$ cat src/rtl/cpu_mon_pkg.sv
// Shared definitions for the CPU run monitor.
//   state_t        : monitor FSM states (RUN is the reset state)
//   OP_RTYPE       : R-type opcode field value
//   SYSCALL_FUNCT  : funct field value of a syscall
//   REG_ZERO       : register number of the hard-wired zero register
//   is_syscall()   : decodes a retiring instruction word as a syscall
package cpu_mon_pkg;

    typedef enum logic [1:0] {
        RUN     = 2'd0,
        HALTED  = 2'd1,
        TIMEOUT = 2'd2
    } state_t;

    localparam logic [5:0] SYSCALL_FUNCT = 6'h0C;
    localparam logic [5:0] OP_RTYPE      = 6'h00;
    localparam logic [4:0] REG_ZERO      = 5'd0;

    // Only opcode and funct matter; the code field of a syscall is free.
    function automatic logic is_syscall(input logic [5:0] opcode, input logic [5:0] funct);
        return (opcode == OP_RTYPE) && (funct == SYSCALL_FUNCT);
    endfunction

endpackage

$ cat src/rtl/pc_repeat_detector.sv
// Detects a CPU spinning on one PC (jump-to-self halt idiom).
// Ports:
//   clk, reset  : clock, synchronous active-high reset
//   retire      : an instruction retires this cycle
//   pc          : PC of the retiring instruction
//   freeze      : monitor has left RUN; tracking stops
//   repeatHalt  : combinational, high during the retirement that completes
//                 HALT_REPEAT consecutive retirements at the same PC
module pc_repeat_detector #(
    parameter int WIDTH       = 32,
    parameter int HALT_REPEAT = 4
) (
    input  logic             clk,
    input  logic             reset,
    input  logic             retire,
    input  logic [WIDTH-1:0] pc,
    input  logic             freeze,
    output logic             repeatHalt
);
    import cpu_mon_pkg::*;

    localparam int CNT_W = $clog2(HALT_REPEAT + 1);

    logic [WIDTH-1:0] prev_pc_reg;
    logic             prev_valid_reg;
    logic [CNT_W-1:0] rep_cnt_reg;
    logic             pc_match;

    // prev_valid gates the compare so the first retirement after reset can
    // never look like a repeat of the cleared PC register.
    assign pc_match   = prev_valid_reg && (pc == prev_pc_reg);
    assign repeatHalt = retire && !freeze && pc_match &&
                        (rep_cnt_reg == CNT_W'(HALT_REPEAT - 1));

    always_ff @(posedge clk) begin
        if (reset) begin
            prev_pc_reg    <= '0;
            prev_valid_reg <= 1'b0;
            rep_cnt_reg    <= '0;
        end else if (retire && !freeze) begin
            prev_pc_reg    <= pc;
            prev_valid_reg <= 1'b1;
            if (!pc_match)
                rep_cnt_reg <= CNT_W'(1);
            else if (rep_cnt_reg != CNT_W'(HALT_REPEAT))
                rep_cnt_reg <= rep_cnt_reg + CNT_W'(1);
        end
    end

endmodule

$ cat src/rtl/cpu_run_monitor.sv
// Run-control and observation block for the single-cycle CPU.
// Detects halt (syscall or PC repeat) and cycle-budget timeout, counts
// retirements / cycles / data-memory writes (saturating), records the last
// data-memory write address and watches NWATCH registers.
// Ports:
//   clk, reset                 : clock, synchronous active-high reset
//   retire, pc, instr          : retirement stream from the core
//   regWE, regWAddr, regWData  : register-file write port
//   dmWE, dmAddr               : data-memory write port
//   instrCount, cycleCount,
//   dmWriteCount, lastDmAddr   : counters / last write address
//   watchVal, watchHit         : per-channel last value and sticky hit flag
//   halted, timedOut, done     : run status (sticky until reset)
module cpu_run_monitor #(
    parameter int                    WIDTH       = 32,
    parameter int                    COUNT_W     = 17,
    parameter int                    MAX_CYCLES  = 512,
    parameter int                    HALT_REPEAT = 4,
    parameter int                    NWATCH      = 2,
    parameter logic [NWATCH*5-1:0]   WATCH_REGS  = {5'd3, 5'd2}
) (
    input  logic                    clk,
    input  logic                    reset,
    input  logic                    retire,
    input  logic [WIDTH-1:0]        pc,
    input  logic [31:0]             instr,
    input  logic                    regWE,
    input  logic [4:0]              regWAddr,
    input  logic [WIDTH-1:0]        regWData,
    input  logic                    dmWE,
    input  logic [WIDTH-1:0]        dmAddr,
    output logic [COUNT_W-1:0]      instrCount,
    output logic [COUNT_W-1:0]      cycleCount,
    output logic [COUNT_W-1:0]      dmWriteCount,
    output logic [WIDTH-1:0]        lastDmAddr,
    output logic [NWATCH*WIDTH-1:0] watchVal,
    output logic [NWATCH-1:0]       watchHit,
    output logic                    halted,
    output logic                    timedOut,
    output logic                    done
);
    import cpu_mon_pkg::*;

    localparam int NCNT      = 3;
    localparam int CNT_INSTR = 0;
    localparam int CNT_CYCLE = 1;
    localparam int CNT_DMW   = 2;

    state_t state_reg;
    logic   halted_reg;
    logic   timed_out_reg;
    logic   done_reg;
    logic   run;
    logic   repeat_halt;
    logic   halt_evt;
    logic   timeout_evt;
    logic   unused_instr_bits;

    logic [NCNT-1:0]    cnt_inc;
    logic [COUNT_W-1:0] cnt_reg [NCNT];
    logic [WIDTH-1:0]   last_dm_addr_reg;
    logic [WIDTH-1:0]   watch_val_reg [NWATCH];
    logic [NWATCH-1:0]  watch_hit_reg;

    assign run = (state_reg == RUN);
    assign unused_instr_bits = ^instr[25:6];

    pc_repeat_detector #(
        .WIDTH       (WIDTH),
        .HALT_REPEAT (HALT_REPEAT)
    ) u_repeat (
        .clk        (clk),
        .reset      (reset),
        .retire     (retire),
        .pc         (pc),
        .freeze     (!run),
        .repeatHalt (repeat_halt)
    );

    assign halt_evt    = run && retire && (is_syscall(instr[31:26], instr[5:0]) || repeat_halt);
    // The cycle counter reaches MAX_CYCLES on this edge.
    assign timeout_evt = run && (cnt_reg[CNT_CYCLE] == COUNT_W'(MAX_CYCLES - 1));

    // Halt is checked first so a coincident timeout is suppressed.
    always_ff @(posedge clk) begin
        if (reset) begin
            state_reg     <= RUN;
            halted_reg    <= 1'b0;
            timed_out_reg <= 1'b0;
            done_reg      <= 1'b0;
        end else begin
            case (state_reg)
                RUN: begin
                    if (halt_evt) begin
                        state_reg  <= HALTED;
                        halted_reg <= 1'b1;
                        done_reg   <= 1'b1;
                    end else if (timeout_evt) begin
                        state_reg     <= TIMEOUT;
                        timed_out_reg <= 1'b1;
                        done_reg      <= 1'b1;
                    end
                end
                default: state_reg <= state_reg;
            endcase
        end
    end

    assign cnt_inc[CNT_INSTR] = retire;
    assign cnt_inc[CNT_CYCLE] = 1'b1;
    assign cnt_inc[CNT_DMW]   = dmWE;

    // Saturating counters, all frozen outside RUN.
    generate
        for (genvar gi = 0; gi < NCNT; gi++) begin : g_cnt
            always_ff @(posedge clk) begin
                if (reset)
                    cnt_reg[gi] <= '0;
                else if (run && cnt_inc[gi] && (cnt_reg[gi] != '1))
                    cnt_reg[gi] <= cnt_reg[gi] + COUNT_W'(1);
            end
        end
    endgenerate

    always_ff @(posedge clk) begin
        if (reset)
            last_dm_addr_reg <= '0;
        else if (run && dmWE)
            last_dm_addr_reg <= dmAddr;
    end

    // Each channel compares independently, so duplicate watch entries all update.
    generate
        for (genvar gi = 0; gi < NWATCH; gi++) begin : g_watch
            logic [4:0] watch_reg_num;
            assign watch_reg_num = WATCH_REGS[gi*5 +: 5];

            always_ff @(posedge clk) begin
                if (reset) begin
                    watch_val_reg[gi] <= '0;
                    watch_hit_reg[gi] <= 1'b0;
                end else if (run && regWE && (regWAddr == watch_reg_num) &&
                             (regWAddr != REG_ZERO)) begin
                    watch_val_reg[gi] <= regWData;
                    watch_hit_reg[gi] <= 1'b1;
                end
            end

            assign watchVal[gi*WIDTH +: WIDTH] = watch_val_reg[gi];
        end
    endgenerate

    assign instrCount   = cnt_reg[CNT_INSTR];
    assign cycleCount   = cnt_reg[CNT_CYCLE];
    assign dmWriteCount = cnt_reg[CNT_DMW];
    assign lastDmAddr   = last_dm_addr_reg;
    assign watchHit     = watch_hit_reg;
    assign halted       = halted_reg;
    assign timedOut     = timed_out_reg;
    assign done         = done_reg;

endmodule

$ cat config.mk
export PLATFORM = sky130hd
export DESIGN_NAME = cpu_run_monitor
export DESIGN_NICKNAME = d
export VERILOG_FILES = /design/src/rtl/cpu_mon_pkg.sv /design/src/rtl/pc_repeat_detector.sv /design/src/rtl/cpu_run_monitor.sv
export SDC_FILE = /design/constraint.sdc
export NUM_CORES = 1
export LEC_CHECK = 0
export CAP_MARGIN = 0
export CORE_MARGIN = 2
export CORE_UTILIZATION = 45
export DETAILED_ROUTE_END_ITERATION = 6
export PLACE_DENSITY = 0.85
export SKIP_LAST_GASP = 1
export SYNTH_ARGS = -nofsm -noshare
export SYNTH_HDL_FRONTEND = slang
export SYNTH_SLANG_ARGS = --single-unit
$ cat constraint.sdc
create_clock -name clk -period 3.3 [get_ports clk]
set_input_delay 0.66 -clock clk [delete_from_list [all_inputs] [get_ports clk]]
set_output_delay 0.66 -clock clk [all_outputs]
set_load 0.1 [all_outputs]
=== After elaboration in Yosys (flattened, before gate mapping) ===
Memories as Yosys holds them, arrays and structs flattened.
Index checks and enable logic that the tools add are counted.

* Bits in registers: 75
* Memories kept: 2
* Output and inout bits: 152
* Memory bits (writable): 115

* Bitwise gates (word level): 6
* Mux-type cells: 28
* Eq/ne operators: 11
* Reduce and logical (&&, ||, !) cells: 25
* Add/sub/neg operators: 4

{| class="wikitable"
|+ Memory list
! memory !! words !! bits a word !! read ports !! clocked after Yosys merged registers in !! write ports !! line !! source
|-
| watch_val_reg || 2 || 32 || 2 || 0 || 2 || cpu_run_monitor.sv:62 || <nowiki>logic [WIDTH-1:0] watch_val_reg [NWATCH];</nowiki>
|-
| cnt_reg || 3 || 17 || 3 || 0 || 3 || cpu_run_monitor.sv:60 || <nowiki>logic [COUNT_W-1:0] cnt_reg [NCNT];</nowiki>
|}

{| class="wikitable"
|+ Operators by type and width
! kind !! number
|-
| 32-bit 2-to-1 mux || 2
|-
| 17-bit by 1-bit adder with 17-bit output, second input constant || 3
|-
| 17-bit 2-to-1 mux || 3
|-
| 17-bit != test, second input constant || 3
|-
| 32-bit == test || 1
|-
| 1-bit 2-to-1 mux || 19
|-
| 17-bit by 9-bit == test with 1-bit output, second input constant || 1
|-
| 1-bit logical AND || 16
|-
| 5-bit by 2-bit == test with 1-bit output, second input constant || 2
|-
| 6-bit by 4-bit == test with 1-bit output, second input constant || 1
|-
| 6-bit zero test || 1
|-
| 3-bit 2-to-1 mux || 2
|-
| 2-bit AND reduction || 3
|-
| 1-bit bitwise OR || 5
|-
| 5-bit nonzero test || 1
|-
| 2-bit 2-to-1 mux || 2
|-
| 3-bit by 1-bit adder with 3-bit output, second input constant || 1
|-
| 3-bit by 2-bit == test with 1-bit output, second input constant || 1
|-
| 3-bit != test, second input constant || 1
|-
| 3-bit AND reduction || 1
|-
| 2-bit zero test || 1
|-
| 2-bit != test, second input constant || 1
|-
| 2-bit nonzero test || 1
|-
| 1-bit logical OR || 1
|-
| 1-bit NOT || 1
|}

=== Depth between registers and ports, before layout ===
Gate-level depths: netlist of run 1.

* Depth after elaboration: 8
* Depth in mapped cells: 10
* Mapped depth without buffers: 8

=== By module ===
Synthesis of run 1 repeated with hierarchy kept, for this count alone.

* Cells, all modules: 772
* Area total of the unflattened synthesis: 8,152.8 sq um

{| class="wikitable"
|+ By module, submodules not included
! module !! seq. area each (sq um) !! times used !! area each (sq um) !! cells an instance
|-
| cpu_run_monitor || 4,234.1 || 1 || 6,442.4 || 558
|-
| pc_repeat_detector || 720.7 || 1 || 1,710.4 || 214
|}

=== Least setup slack after synthesis of run 1 ===
No wires, ideal clock.

* Path type: reg2reg
* From: mem cnt_reg[2][0]
* To: mem cnt_reg[2][0], data pin
* Setup time: 291 ps
* Path slack: 206 ps
* Period minus slack after synthesis: 3,094 ps
* Cell stages (with the launch flop): 11
* Arrival: 2,803 ps
* Buffers on the path: 2
* Cell sequence: edfxtp_1 > ha_1 > nand2_1 > nor2_1 > nand4_1 > nor3_1 > ha_1 > or3_1 > clkbuf_1 > clkbuf_1 > nor2_1

{| class="wikitable"
|+ RTL lines
! item !! line
|-
| from (decl) || cpu_run_monitor.sv:60
|}

=== Worst setup path after layout of run 1 ===
* From: in pc[16]
* To: reg done_reg (netlist: done)

* Longest elaborated chain between the ends: 8

{| class="wikitable"
|+ Ends and longest elaborated chain
! item !! line !! source
|-
| from (decl) || cpu_run_monitor.sv:25 || <nowiki>input logic [WIDTH-1:0] pc,</nowiki>
|-
| 32-bit == test (*) || pc_repeat_detector.sv:31 || <nowiki>assign pc_match = prev_valid_reg && (pc == prev_pc_reg);</nowiki>
|-
| 1-bit logical AND (*) || pc_repeat_detector.sv:31 ||
|-
| 1-bit logical AND (*) (2 in series) || pc_repeat_detector.sv:32 || <nowiki>assign repeatHalt = retire && !freeze && pc_match &&</nowiki>
|-
| 1-bit logical OR (*) || cpu_run_monitor.sv:80 || <nowiki>assign halt_evt = run && retire && (is_syscall(instr[31:26], instr[5:0]) || repeat_halt);</nowiki>
|-
| 1-bit logical AND (*) || cpu_run_monitor.sv:80 ||
|-
| 2-bit nonzero test (no line) || -- ||
|-
| 2-bit AND reduction (no line) || -- ||
|-
| to (signal assigned) || cpu_run_monitor.sv:90 || <nowiki>done_reg <= 1'b0;</nowiki>
|-
| to (signal assigned) || cpu_run_monitor.sv:97 || <nowiki>done_reg <= 1'b1;</nowiki>
|-
| to (signal assigned) || cpu_run_monitor.sv:101 || <nowiki>done_reg <= 1'b1;</nowiki>
|-
| to (decl) || cpu_run_monitor.sv:52 || <nowiki>logic done_reg;</nowiki>
|}

Mark *: on every way between the ends. The rest lies on a longest branch, timed or not.
A chain may end at the register's enable or synchronous reset.

==> results_dict.tcl, run 1 <==
set metrics [dict create \
    status "complete, no violations" \
    ys_seq_area_share_pct 61.1 \
    cts_setup_buffers 0 \
    grt_max_degree 39 \
    max_freq_mhz 369 \
    cts_tree "yes" \
    largest_register_ffs 64 \
    start_util_pct 45.5 \
    slew_headroom_pct 61.4 \
    ys_async_sr_fraction_pct 0 \
    period_share_pct 82.0 \
    max_cap_violations 0 \
    max_stage_delay_ns 0.65 \
    core_area_sq_mm 0.0178 \
    path_class "in2reg" \
    dr.pass1.iters 4 \
    setup_viol_count_final 0 \
    p_comb_share_pct 19.4 \
    power.net_switching_mw 1.79 \
    fin_area_sq_mm 0.0112 \
    port_buffers 269 \
    cellPowerDensity_mw_per_mm2 520 \
    grt_pass1_wl_mm 31.9 \
    wl_met3_um 948 \
    worstPathArrival_ns 3.06 \
    synth_fa_ha_area_share_pct 1.39 \
    grt-ovfl-total 0 \
    drtIter0Drc 356 \
    crit_chain "clkdlybuf4s50_1, xnor2_1, nand4_1, or4_1, or4_1, o21ba_4, a31oi_4" \
    synthTopCellsByArea "edfxtp_1 (43%), dfxtp_1 (19%), nand2_1 (7.1%)" \
    maxUsedRoutingLayer "met4" \
    die_h_um 138 \
    final_hold_viol_count 0 \
    drc 0 \
    cts_sinks 190 \
    skew_ns 0.00954 \
    ys_warn_count 0 \
    switching_share_pct 30.7 \
    yosys-top-cells-count "nand2_1 (154), edfxtp_1 (115), dfxtp_1 (75)" \
    synth_mux_area_share_pct 0 \
    ir_drop_mv 0.352 \
    antenna_found_initial 0 \
    fp-row-count 49 \
    post-route-min-period_ns 2.71 \
    hp-class "reg2reg" \
    p_int_mw 4.05 \
    p_leak_nw 4.52 \
    netlist.area_leader.share_pct 42.6 \
    worstSkewPairLatency_ns 0.42 \
    routed_wl_mm 19.7 \
    cp_slowest_cell "or4_1" \
    crit_path_frequent_cell "or4_1" \
    wl_met2_mm 9.95 \
    synth_xor_xnor_area_share_pct 6.59 \
    vias 6416 \
    place_area_sq_mm 0.0106 \
    viasPerCell 4.99 \
    synth_compound_area_share_pct 6.96 \
    dp_hpwl_mm 13.8 \
    tightest_slew_ns 0.578 \
    wl_per_cell_um 15.3 \
    numCtsBuffers 17 \
    met1_length_mm 8.30 \
    place.gp.congestion 0.826 \
    clock_power_share_pct 34.5 \
    netlist_instances 779 \
    track_usage_pct 20.6 \
    path_clk_slew_ns 0.07 \
    synth_top_family_by_area "simple AND/OR/NAND/NOR gates" \
    synth_edf_count 115 \
    critPathLaunchType "primary input" \
    yosysMostFrequentCell "nand2_1" \
    synth_simple_gate_area_share_pct 20.9 \
    slew_violations 0 \
    num_antenna_cells 0 \
    synth_ff_type "edfxtp_1" \
    area_delta_synth_final_pct 38.3 \
    ys_types 38 \
    post-route-util_pct 62.9 \
    nets 1191 \
    end_kind "flip-flop" \
    critical_path_required_ns 3.65 \
    seqPwrFrac_pct 46.1 \
    hold_buffers 0 \
    yosys_register_bits 190 \
    grt_pass1_vias 6272 \
    htree_levels 4 \
    avgSynthCellArea_sq_um 10.4 \
    die_x_um 138 \
    cts_root_buf "clkbuf_16" \
    dieArea_sq_mm 0.0191 \
    tns_ns 0 \
    yosysTopAreaCell "edfxtp_1" \
    cp_max_fo 6 \
    cts_resized 0 \
    syn-cell-area_sq_mm 0.00811 \
    drive_gt1_share_pct 19.0 \
    clockBufferDepth 2 \
    rsz0062_at_grt "no" \
    top_level_ports 290 \
    ant_nets 0 \
    synth_fp_nets 926 \
]
[metal layers]
layer  track usage, %  vias to the layer above
li1                 -                     3172
met1             25.6                     3022
met2             35.3                      187
met3             4.33                       35
met4             8.16                        0
met5                0                        -
[cell type report]
type | instances | area (sq um)
clock inverters | 13 | 140
clock buffers | 19 | 433
well taps | 229 | 287
flip-flops and latches | 190 | 4950
multi-input cells | 527 | 2900
repair buffers | 282 | 2400
fillers | 1424 | 6620
inverters | 26 | 97.6
[metrics by stage]
stage | hold WS (ns) | total power, mW | worst slack, ns | std cells
6_report | 0.449 | 5.84 | 0.593 | 1286
4_1_cts | 0.451 | 5.88 | 0.616 | 1286
2_1_floorplan | 0.436 | 3.53 | 0.206 | 779
3_5_place_dp | 0.441 | 3.88 | 0.191 | 1254
3_3_place_gp | 0.438 | 3.86 | 0.189 | 1254
5_1_grt | 0.469 | 6.03 | 0.435 | 1286
[cell families after synthesis]
| kind of cell | after synthesis |
|---|---|
| AND/OR/NAND/NOR | 360 |
| flip-flops | 190 |
| AO/OA/AOI/OAI | 97 |
| buffers and inverters | 62 |
| XOR/XNOR | 61 |
| adder cells (fa/ha/maj) | 9 |
[cells in the final DEF (no fill, tap or decap), types with 3 or more instances in the layout]
master / netlist / routed
buf_4: 1 / 165
nand2_1: 154 / 154
clkdlybuf4s50_1: 0 / 116
edfxtp_1: 115 / 115
dfxtp_1: 75 / 75
a21oi_1: 73 / 73
and2_1: 67 / 67
nor2_1: 62 / 62
xor2_1: 35 / 35
inv_1: 26 / 26
xnor2_1: 26 / 26
nand3_1: 21 / 21
clkbuf_16: 0 / 17
nand4_1: 11 / 11
and3_1: 9 / 9
ha_1: 9 / 9
or3_1: 8 / 8
nand2b_1: 7 / 7
nor4_1: 7 / 7
o21ai_0: 6 / 6
nor3_1: 4 / 4
nor2b_1: 4 / 4
clkinvlp_4: 0 / 4
and4_1: 3 / 3
o21bai_1: 3 / 3
or4_1: 3 / 3
[critical path, delay by kind of cell]
| family | cells | cell delay, ns |
|---|---|---|
| simple gates | 3 | 1.31 |
| buf+inv | 1 | 0.51 |
| compound gates | 2 | 0.44 |
| xor+xnor | 1 | 0.13 |
[power groups by stage]
stage,Sequential [mW],Clock [mW],Combinational [mW]
CTS,2.69,2.05,1.14
floorplan,3.35,0,0.186
detailed placement,2.74,0,1.14
finish,2.69,2.01,1.13
global placement,2.74,0,1.13
global route,2.71,2.14,1.18
[final timing paths]
check	from	endpoint	slack (ns)	depth (start not counted)
hold / removal	watchHit[0]	watchHit[0]	0.45	2
setup / recovery	pc[16]	done	0.59	7
setup reg to reg	cnt_reg[2][0]	cnt_reg[2][13]	0.73	8
hold reg to reg	watchHit[0]	watchHit[0]	0.45	2
(Power assumes the default switching activity.)
==> inputs of run 2 (changes only) <==
==> constraint.sdc (replaced) <==
create_clock -name clk -period 2.5 [get_ports clk]
set_input_delay 0.5 -clock clk [delete_from_list [all_inputs] [get_ports clk]]
set_output_delay 0.5 -clock clk [all_outputs]
set_load 0.1 [all_outputs]
==> run 2 against run 1 <==
Against the previous run: register-to-register slack got worse by 0.50 ns; via count rose by 1.7%; first-iteration DRC count fell by 4.2%; critical path depth did not move.
==> results_dict.tcl, run 2 (synthesis results as in run 1) <==
set metrics [dict create \
    cp_num_buf_inv 1 \
    routed_wl_mm 20.2 \
    top_level_ports 290 \
    tightest_slew_ns 0.827 \
    end_kind "flip-flop" \
    layout_common_cells "buf_4 (171), nand2_1 (154), clkdlybuf4s50_1 (116)" \
    skew_ns 0.0106 \
    ant_nets 0 \
    hold_buffers 0 \
    path_clk_slew_ns 0.07 \
    area_delta_synth_final_pct 41.6 \
    max_freq_mhz 420 \
    critPathLaunchType "primary input" \
    largest_register_ffs 64 \
    vias 6524 \
    setup_viol_count_final 0 \
    critical_path_required_ns 2.85 \
    cp_max_fo 6 \
    drc 0 \
    slew_headroom_pct 44.8 \
    track_usage_pct 21.0 \
    numCtsBuffers 17 \
    fin_area_sq_mm 0.0115 \
    power_mw 7.81 \
    hp-class "reg2reg" \
    cellPowerDensity_mw_per_mm2 680 \
    place.gp.congestion 0.823 \
    die_h_um 138 \
    dr.pass1.iters 5 \
    cp_slowest_cell "or4_4" \
    path_class "in2reg" \
    max_stage_delay_ns 0.55 \
    ir_drop_mv 0.458 \
    die_x_um 138 \
    finalNonFillerCells 1297 \
    viasPerCell 5.03 \
    grt_max_degree 43 \
    start_util_pct 45.5 \
    cts_tree "yes" \
    cts_resized 0 \
    status "complete, no violations" \
    core_area_sq_mm 0.0178 \
    post-route-min-period_ns 2.38 \
    tns_ns 0 \
    drive_gt1_share_pct 21.5 \
    cts_root_buf "clkbuf_16" \
    grt_pass1_wl_mm 32.2 \
    cts_setup_buffers 0 \
    place_area_sq_mm 0.0109 \
    cts_sinks 190 \
    crit_chain "clkdlybuf4s50_1, xnor2_1, nand4_1, or4_1, or4_4, o21ba_4, a31oi_4" \
    dp.cells 1265 \
    drtIter0Drc 341 \
    worstPathArrival_ns 2.73 \
    whs_endpoint "watchHit[0]" \
    grt-ovfl-total 0 \
    slew_violations 0 \
    whs_ns 0.446 \
    worstSkewPairLatency_ns 0.43 \
    place_ws_ns -0.413 \
    rsz0062_at_grt "no" \
    htree_levels 4 \
    fp-row-count 49 \
    cp_top_family "simple AND/OR/NAND/NOR gates" \
    antenna_found_initial 0 \
    final_hold_viol_count 0 \
    port_buffers 269 \
    layout_setup_ws_ns 0.121 \
    post-route-util_pct 64.4 \
    hold_path_startpoint "watchHit[0]" \
    max_cap_violations 0 \
    dieArea_sq_mm 0.0191 \
    crit-reg2reg-launch "cnt_reg[1][11]" \
    period_share_pct 95.2 \
    fillers 1402 \
    num_antenna_cells 0 \
    wl_per_cell_um 15.6 \
    r2r-end "cnt_reg[1][6]" \
    clockBufferDepth 2 \
    grt_pass1_vias 6431 \
    dp_hpwl_mm 14.7 \
    p_leak_nw 4.59 \
    worstHoldPathCells 2 \
    nets 1202 \
    rrSetupSlack_ns 0.23 \
    final_common_cell "buf_4" \
    r2r_cells 6 \
]
[run 2: cell types whose count changed in the layout (fill, tap and decap cells not counted), moves of 3 or more]
cell	previous run	this run
ha_2	0	4
buf_12	0	5
inv_8	2	5
o21bai_1	3	0
ha_1	9	3
buf_4	165	171
[run 2: worst max path at each step]
| stage | slack, ns | endpoint | start | cells past startpoint |
|---|---|---|---|---|
| after floorplan | -0.43 | cnt_reg[2][0] | cnt_reg[2][0] | 10 |
| after global placement | -0.37 | done | pc[16] | 7 |
| after detailed placement | -0.41 | done | pc[23] | 7 |
| after CTS | 0.04 | done | pc[23] | 7 |
| after global routing | 0.06 | done | pc[21] | 7 |
| final | 0.12 | done | pc[23] | 7 |
[run 2: worst register-to-register path, delay by kind of cell (launching register included)]
kind                     cells  cell delay (ns)
adder cells (fa/ha/maj)      1             0.18
flip-flops                   1             0.47
AND/OR/NAND/NOR              5             1.47
[run 2: power breakdown]
| group | switching (mW) | internal [mW] | total [mW] |
|---|---|---|---|
| Sequential | 0.0985 | 3.46 | 3.55 |
| Clock | 1.29 | 1.43 | 2.73 |
| Combinational | 1.10 | 0.425 | 1.53 |
| Total | 2.50 | 5.31 | 7.81 |
[run 2: layer usage]
| layer | share of wire, % | up-vias | global-route usage, % |
|---|---|---|---|
| met5 | 0 | - | 0 |
| met4 | 3.1 | 0 | 9.02 |
| met3 | 6.1 | 45 | 5.33 |
| met2 | 51 | 211 | 36.5 |
| met1 | 40 | 3081 | 24.8 |
| li1 | - | 3187 | - |
[run 2: cell type report]
cell class,instances,area (sq um),share of cell area (%)
Tap cell,229,287,2.49
Timing Repair Buffer,293,2550,22.2
Clock buffer,17,425,3.70
Inverter,26,97.6,0.849
Clock inverter,15,173,1.50
Multi-Input combinational cell,527,3000,26.1
Sequential cell,190,4950,43.1
==> inputs of run 3 (changes only) <==
--- a/config.mk
+++ b/config.mk
@@ -6,8 +6,11 @@
 export NUM_CORES = 1
 export LEC_CHECK = 0
 export CAP_MARGIN = 0
+export CELL_PAD_IN_SITES_DETAIL_PLACEMENT = 1
+export CELL_PAD_IN_SITES_GLOBAL_PLACEMENT = 2
+export CORE_ASPECT_RATIO = 0.6
 export CORE_MARGIN = 2
-export CORE_UTILIZATION = 45
+export CORE_UTILIZATION = 27
 export DETAILED_ROUTE_END_ITERATION = 6
 export PLACE_DENSITY = 0.85
 export SKIP_LAST_GASP = 1
==> run 3 against run 2 <==
Against the previous run: global-route usage decreased by 4.8 points; design area increased by 3.0%; sequential share of layout area decreased by 1.2 points; via count increased by 1.6%; fmax about the same; setup slack about the same; critical path type unchanged.
==> results_dict.tcl, run 3 (synthesis results as in run 1) <==
set metrics [dict create \
    clockBufferDepth 2 \
    cts_tree "yes" \
    fillers 3344 \
    cellPowerDensity_mw_per_mm2 686 \
    tns_ns 0 \
    max_freq_mhz 420 \
    grt_max_degree 44 \
    cp_slowest_cell "or4_4" \
    wl_per_cell_um 16.9 \
    layout_common_cells "buf_4 (181), nand2_1 (154), clkdlybuf4s50_1 (116)" \
    max_stage_delay_ns 0.55 \
    grt_pass1_wl_mm 39.8 \
    cp_top_family "simple AND/OR/NAND/NOR gates" \
    cp_num_buf_inv 1 \
    seqPwrFrac_pct 43.8 \
    period_share_pct 95.2 \
    track_usage_pct 16.2 \
    die_h_um 138 \
    cts_sinks 190 \
    nets 1211 \
    status "complete, no violations" \
    path_clk_slew_ns 0.07 \
    critical_path_required_ns 2.87 \
    ir_drop_mv 0.404 \
    setup_viol_count_final 0 \
    antenna_found_initial 0 \
    cp_max_fo 6 \
    port_buffers 269 \
    final_common_cell "buf_4" \
    path_class "in2reg" \
    max_cap_violations 0 \
    drc 0 \
    place_ws_ns -0.443 \
    p_comb_share_pct 19.3 \
    fp-row-count 49 \
    die_x_um 228 \
    largest_register_ffs 64 \
    hold_buffers 0 \
    routed_wl_mm 25.1 \
    numCtsBuffers 17 \
    tightest_slew_ns 0.889 \
    ant_nets 0 \
    switching_share_pct 31.2 \
    skew_ns 0.0114 \
    drive_gt1_share_pct 22.7 \
    cts_root_buf "clkbuf_16" \
    rrSetupSlack_ns 0.24 \
    layout_setup_ws_ns 0.121 \
    critPathLaunchType "primary input" \
    worstPathArrival_ns 2.75 \
    viasPerCell 4.46 \
    crit_chain "clkdlybuf4s50_1, xnor2_1, nand4_1, or4_1, or4_4, o21ba_4, a31oi_4" \
    post-route-min-period_ns 2.38 \
    place.gp.congestion 0.799 \
    vias 6627 \
    final_hold_viol_count 0 \
    dr.pass1.iters 4 \
    start_util_pct 27.3 \
    rsz0062_at_grt "no" \
    top_level_ports 290 \
    slew_violations 0 \
    dp.cells 1453 \
    num_antenna_cells 0 \
    multi_input_area_sq_mm 0.00302 \
    p_leak_nw 4.66 \
    clock_power_share_pct 36.9 \
    power.net_switching_mw 2.53 \
    drtIter0Drc 302 \
    end_kind "flip-flop" \
    p_int_mw 5.58 \
    regArea_sq_mm 0.00495 \
    hp-class "in2reg" \
    slew_headroom_pct 40.7 \
    grt_pass1_vias 6884 \
    finalNonFillerCells 1485 \
    grt-ovfl-total 0 \
    dp_hpwl_mm 18.6 \
    worstSkewPairLatency_ns 0.45 \
    area_delta_synth_final_pct 45.9 \
    core_area_sq_mm 0.0297 \
    post-route-util_pct 39.8 \
    htree_levels 4 \
    dieArea_sq_mm 0.0315 \
]
-- run 3: final timing paths --
check | cells past startpoint | startpoint | end
worst max register to register | 7 | cnt_reg[2][1] | cnt_reg[2][15]
worst min register to register | 2 | lastDmAddr[30] | lastDmAddr[30]
worst max-delay path | 7 | pc[8] | done
worst min-delay path | 2 | reset | lastDmAddr[8]
-- run 3: cell type report --
class / instances / share of cell area [%]
well taps: 408 / 4.31
flip-flops and latches: 190 / 41.9
repair buffers: 302 / 22.1
clock inverters: 15 / 1.73
inverters: 26 / 0.825
clock buffers: 17 / 3.60
multi-input cells: 527 / 25.5
-- run 3: stage by stage --
stage | cell area, sq um | hold WS (ns) | total power [mW]
finish | 11800 | 0.433 | 8.12
detailed placement | 11200 | 0.448 | 5.20
floorplan | 8270 | 0.436 | 4.68
CTS | 11800 | 0.411 | 8.22
global route | 11800 | 0.446 | 8.41
global placement | 11200 | 0.438 | 5.18
-- run 3: metal layers --
layer / vias to the layer above / part of all wire, % / global-route usage, %
li1: 3205 / - / -
met1: 3234 / 48 / 22.4
met2: 170 / 44 / 24.6
met3: 18 / 6.4 / 5.05
met4: 0 / 1.2 / 4.47
met5: - / 0 / 0
-- run 3: power by group through the flow --
stage / Sequential (mW) / Combinational (mW) / Clock [mW]
floorplan: 4.42 / 0.261 / 0
global route: 3.57 / 1.64 / 3.19
CTS: 3.55 / 1.58 / 3.08
finish: 3.55 / 1.57 / 2.99
detailed placement: 3.62 / 1.58 / 0
global placement: 3.62 / 1.56 / 0
-- run 3: what timing repair did --
| item | CTS | global route |
|---|---|---|
| buffers inserted | 0 | 0 |
| endpoints found under the setup margin | 0 | 24 |
| endpoints found under the hold margin | 0 | 0 |
| resized for setup | 0 | 2 |
